### config.mk
export PLATFORM = sky130hd
export DESIGN_NAME = mgmt_gpio_arbiter
export DESIGN_NICKNAME = d
export VERILOG_FILES = /design/src/rtl/mgmt_gpio_arbiter_pkg.sv /design/src/rtl/mgmt_gpio_arbiter_rr_pick.sv /design/src/rtl/mgmt_gpio_arbiter.sv
export SDC_FILE = /design/constraint.sdc
export NUM_CORES = 1
export LEC_CHECK = 0
export CORE_MARGIN = 4
export CORE_UTILIZATION = 50
export DETAILED_ROUTE_END_ITERATION = 10
export HOLD_SLACK_MARGIN = 0.15
export PLACE_DENSITY = 0.85
export SKIP_CTS_REPAIR_TIMING = 1
export SLEW_MARGIN = 10
export SYNTH_ARGS = -nofsm -noshare
export SYNTH_HDL_FRONTEND = slang
export SYNTH_SLANG_ARGS = --single-unit
### constraint.sdc
create_clock -name wb_clk_i -period 7.5 [get_ports wb_clk_i]
set_clock_uncertainty 0.1 [all_clocks]
set_input_delay 1.125 -clock wb_clk_i [delete_from_list [all_inputs] [get_ports wb_clk_i]]
set_output_delay 1.125 -clock wb_clk_i [all_outputs]
set_load 0.01 [all_outputs]
### src/rtl/mgmt_gpio_arbiter_pkg.sv
// Shared definitions for the management GPIO arbiter: FSM encodings,
// default timing parameters and the shared-counter width helper.
package mgmt_gpio_arbiter_pkg;

  localparam logic [1:0] ST_IDLE  = 2'd0;
  localparam logic [1:0] ST_GRANT = 2'd1;
  localparam logic [1:0] ST_TURN  = 2'd2;

  localparam int DEF_TURN_CYC = 2;
  localparam int DEF_MAX_HOLD = 0;

  // One counter serves both the turnaround and the hold limit.
  function automatic int cnt_width(input int turn_cyc, input int max_hold);
    int top;
    top = (turn_cyc > max_hold) ? turn_cyc : max_hold;
    return (top < 1) ? 1 : $clog2(top + 1);
  endfunction

endpackage

### src/rtl/mgmt_gpio_arbiter_rr_pick.sv
// Combinational round-robin picker: first set request after the last winner,
// wrapping modulo NREQ. Zero latency, no backpressure.
module mgmt_gpio_rr_pick #(
  parameter int NREQ    = 3,
  parameter int OWNER_W = $clog2(NREQ)
) (
  input  logic [NREQ-1:0]    req,
  input  logic [OWNER_W-1:0] last,
  output logic [NREQ-1:0]    win,
  output logic [OWNER_W-1:0] win_idx,
  output logic               any
);

  logic [OWNER_W-1:0] cand;

  always_comb begin
    win     = '0;
    win_idx = '0;
    any     = 1'b0;
    cand    = '0;
    for (int i = 1; i <= NREQ; i++) begin
      cand = OWNER_W'((int'(last) + i) % NREQ);
      if (!any && req[cand]) begin
        any       = 1'b1;
        win_idx   = cand;
        win[cand] = 1'b1;
      end
    end
  end

endmodule

### src/rtl/mgmt_gpio_arbiter.sv
// Round-robin owner of the shared management GPIO pins with forced high-Z
// turnaround between owners. Grant and pins follow requests by one cycle.
module mgmt_gpio_arbiter
  import mgmt_gpio_arbiter_pkg::*;
#(
  parameter int NREQ     = 3,
  parameter int NPINS    = 3,
  parameter int TURN_CYC = DEF_TURN_CYC,
  parameter int MAX_HOLD = DEF_MAX_HOLD,
  localparam int OWNER_W = $clog2(NREQ)
) (
  input  logic                    wb_clk_i,
  input  logic                    wb_rst_i,
  input  logic [NREQ-1:0]         req_i,
  output logic [NREQ-1:0]         gnt_o,
  input  logic [NREQ*NPINS-1:0]   req_out_i,
  input  logic [NREQ*NPINS-1:0]   req_oeb_i,
  output logic [NREQ*NPINS-1:0]   req_in_o,
  input  logic [NPINS-1:0]        mgmt_gpio_in_i,
  output logic [NPINS-1:0]        mgmt_gpio_out_o,
  output logic [NPINS-1:0]        mgmt_gpio_oeb_o,
  output logic                    busy_o,
  output logic [OWNER_W-1:0]      owner_o,
  output logic                    timeout_o
);

  localparam int CNT_W = cnt_width(TURN_CYC, MAX_HOLD);

  logic [1:0]         state;
  logic [CNT_W-1:0]   cnt;
  logic [OWNER_W-1:0] last;

  logic [NREQ-1:0]    pick_win;
  logic [OWNER_W-1:0] pick_idx;
  logic               pick_any;

  logic [NPINS-1:0]   out_s [NREQ];
  logic [NPINS-1:0]   oeb_s [NREQ];

  logic own_req, others, rel_now, pre_now, turn_done;

  mgmt_gpio_rr_pick #(.NREQ(NREQ), .OWNER_W(OWNER_W)) u_pick (
    .req     (req_i),
    .last    (last),
    .win     (pick_win),
    .win_idx (pick_idx),
    .any     (pick_any)
  );

  for (genvar k = 0; k < NREQ; k++) begin : g_slice
    assign out_s[k] = req_out_i[k*NPINS +: NPINS];
    assign oeb_s[k] = req_oeb_i[k*NPINS +: NPINS];
    assign req_in_o[k*NPINS +: NPINS] = mgmt_gpio_in_i & {NPINS{gnt_o[k]}};
  end

  assign own_req   = req_i[owner_o];
  assign others    = |(req_i & ~gnt_o);
  assign rel_now   = !own_req;
  assign pre_now   = (MAX_HOLD != 0) && (cnt == CNT_W'(MAX_HOLD)) && others;
  assign turn_done = (cnt == CNT_W'(TURN_CYC - 1));
  assign busy_o    = (state != ST_IDLE);

  always_ff @(posedge wb_clk_i or posedge wb_rst_i) begin
    if (wb_rst_i) begin
      state           <= ST_IDLE;
      gnt_o           <= '0;
      mgmt_gpio_out_o <= '0;
      mgmt_gpio_oeb_o <= '1;
      owner_o         <= '0;
      timeout_o       <= 1'b0;
      last            <= OWNER_W'(NREQ - 1);
      cnt             <= '0;
    end else begin
      timeout_o <= 1'b0;
      case (state)
        ST_IDLE: begin
          if (pick_any) begin
            state           <= ST_GRANT;
            gnt_o           <= pick_win;
            owner_o         <= pick_idx;
            last            <= pick_idx;
            mgmt_gpio_out_o <= out_s[pick_idx];
            mgmt_gpio_oeb_o <= oeb_s[pick_idx];
            cnt             <= '0;
          end
        end
        ST_GRANT: begin
          if (rel_now || pre_now) begin
            // A simultaneous release is not reported as a timeout.
            state           <= ST_TURN;
            gnt_o           <= '0;
            mgmt_gpio_out_o <= '0;
            mgmt_gpio_oeb_o <= '1;
            cnt             <= '0;
            timeout_o       <= !rel_now;
          end else begin
            mgmt_gpio_out_o <= out_s[owner_o];
            mgmt_gpio_oeb_o <= oeb_s[owner_o];
            if (cnt != CNT_W'(MAX_HOLD)) cnt <= cnt + 1'b1;
          end
        end
        ST_TURN: begin
          if (turn_done) begin
            state <= ST_IDLE;
            cnt   <= '0;
          end else begin
            cnt <= cnt + 1'b1;
          end
        end
        default: begin
          state <= ST_IDLE;
          cnt   <= '0;
        end
      endcase
    end
  end

endmodule

==> impl_metrics.ini <==
[clocking]
cts_tree = yes
clock_path_buffers = 2
clock_sinks = 16
clockRootBuffer = clkbuf_4
clk_latency_ns = 0.29
numCtsBuffers = 3
clkTransAtPathRegs_ns = 0.10
cts_max_level = 1

[worst_hold_path]
whs_endpoint = cnt[0]
hp-class = reg -> reg
hold_depth = 2
holdCritStartpoint = cnt[0]

[power]
max-vdd-ir-drop_mv = 0.245
p_leak_nw = 0.882
power_density_nw_per_um2 = 381

[setup_path]
critPathArrivalTime_ns = 2.29
path_class = in -> out
crit_path_end_kind = output pin
slowest_delay_ns = 0.54
ff2ff_setup_slack_ns = 4.42
slowest_stage = clkdlybuf4s50_1
crit_top_cell = clkdlybuf4s50_1
cp_top_family = buffers and inverters
r2r_end = mgmt_gpio_oeb_o[0]
path_cells = clkdlybuf4s50_1, and2_1, clkdlybuf4s50_1
start_kind = input port
cp_max_fo = 3
cp.required_ns = 6.27
critical_path.startpoint = mgmt_gpio_in_i[2]
rr_worst_depth = 8
path_buf_inv = 2
rr_startpoint = owner_o[0]

[grt]
grt-ovfl-total = 0
use_met1_pct = 27.6
grt_max_degree = 17
grt_use_met2_pct = 38.5
track_usage_pct = 22.1
grtUsageMet3_pct = 4.26
busiest_layer = met2
grt_pass1_wl_mm = 7.35
grt_pass1_vias = 1598
antenna_found_initial = 0

[drt]
wl_mm = 4.30
via_count = 1598
drt.antenna.violating_nets = 0
drt_pass1_iterations = 5
drt_iter0_markers = 101
wl_per_cell_microns = 16.7
vias_per_cell = 6.19
post-route-drc-count = 0

[synth]
yosysSeqAreaShare_pct = 26.7
syn_area_per_cell_sq_um = 8.30
synth_cell_types = 46
async_flop_share_pct = 100
synthCells = 183
syn_nets = 219
synth_area_sq_um = 1520
synth_area_leaders = dfrtp_1, ha_1, mux2i_1
yosysWarnings = 0
synthFlopType = dfrtp_1
synth-edff-count = 0
synth_top_area_share_pct = 19.8
yosys.area.top_type = dfrtp_1
ys_seq_elements = 16

[place]
dp_hpwl_mm = 3.32
port_buffers = 46
gp_congestion = 0.908
place_area_sq_um = 1980

[sta]
fmax_ghz = 0.285
worst_pin_slew_ns = 0.758
final.setup.tns_ns = 0
grt_setup_unrepaired = false
drv_slew = 0
hold_viol = 0
fin_crit_ns = 3.51
relSlewSlack_pct = 49.0
fin_crit_sh_pct = 46.9
setup-violations-final = 0

[floorplan]
pin_count = 48
start_util_pct = 53.7
core_sq_um = 2830
fp-row-count = 19
fp.dieArea_sq_um = 3980
chipWidth_microns = 63.1
die_h_microns = 63.1

[finish]
layout_commonest_cell = clkdlybuf4s50_1
antenna_cells = 0
area_growth_pct = 33.0
final_cell_area_sq_um = 2020
mostFrequentLayoutCells = clkdlybuf4s50_1, nor2_1, inv_1
drive_gt1_share_pct = 7.49
final_nets = 264

[job]
max_cap_violations = 0

[status]
outcome = finished, final reports clean
per-stage QoR:
stage,utilization [%],setup WS [ns],total power (W),cells,hold WS [ns]
6_report,71.4,3.99,0.000770,258,0.424
2_1_floorplan,-,4.64,0.000537,183,0.374
5_1_grt,71.4,3.96,0.000833,258,0.458
3_5_place_dp,70.1,3.98,0.000701,254,0.404
3_3_place_gp,70.1,4.01,0.000686,254,0.392
4_1_cts,71.4,3.98,0.000764,258,0.428
flip-flops by register name, summed over array words and instances (netlist names):
| signal | cells |
|---|---|
| mgmt_gpio_oeb_o | 3 |
| gnt_o | 3 |
| cnt | 2 |
| mgmt_gpio_out_o | 3 |
| state | 2 |
| last | 1 |
| owner_o | 2 |
final cells by class:
| type | count | area, sq um |
|---|---|---|
| Inverter | 16 | 60.1 |
| Fill cell | 237 | 808 |
| Clock buffer | 4 | 36.3 |
| Sequential cell | 16 | 405 |
| Tap cell | 31 | 38.8 |
| Multi-Input combinational cell | 145 | 1020 |
| Timing Repair Buffer | 46 | 460 |
worst max path at each step:
| stage | endpoint | cells after the start | slack (ns) |
|---|---|---|---|
| after floorplan | mgmt_gpio_out_o[0] | 6 | 4.64 |
| after global placement | mgmt_gpio_out_o[0] | 7 | 4.01 |
| after detailed placement | mgmt_gpio_out_o[2] | 7 | 3.98 |
| after CTS | req_in_o[2] | 3 | 3.98 |
| after global routing | req_in_o[2] | 3 | 3.96 |
| final | req_in_o[2] | 3 | 3.99 |
worst reg2reg max path: stages (launching register included):
cell,delay (ns)
dfrtp_1,0.62
inv_1,0.18
ha_1,0.48
inv_1,0.16
mux2_4,0.39
nor4_2,0.42
nor2_1,0.19
a221o_1,0.37
a21oi_1,0.12
report_power, final:
part	internal, W	switching, W	total (W)
Sequential	0.000127	0.0000377	0.000164
Combinational	0.000248	0.000299	0.000547
Clock	0.0000296	0.0000290	0.0000586
cells by family (layout without fill, tap and decap cells):
kind of cell | after synthesis | after routing | share of synthesized area [%]
simple gates | 68 | 68 | 23.5
compound gates | 52 | 52 | 25.2
buf+inv | 22 | 66 | 6.18
flops | 16 | 16 | 26.7
mux | 14 | 14 | 9.97
fa+ha+maj | 10 | 10 | 8.24
other cells | 1 | 1 | 0.247
layer usage:
metal / up-vias / part of all wire (%)
li1: 754 / -
met1: 739 / 43
met2: 94 / 48
met3: 11 / 7.9
met4: 0 / 1.2
met5: - / 0
synthesized netlist by cell type (all sizes together), types with 3 or more instances:
cell and instances:
a21o 6, a21oi 10, a221o 4, and2 10, buf 5, dfrtp 12
dfstp 4, ha 10, inv 16, mux2 3, mux2i 11, nand2 10
nand2b 4, nand3 8, nor2 16, nor3 8, o211ai 3, o21ai 11
o22a 3
(Power assumes the default switching activity.)
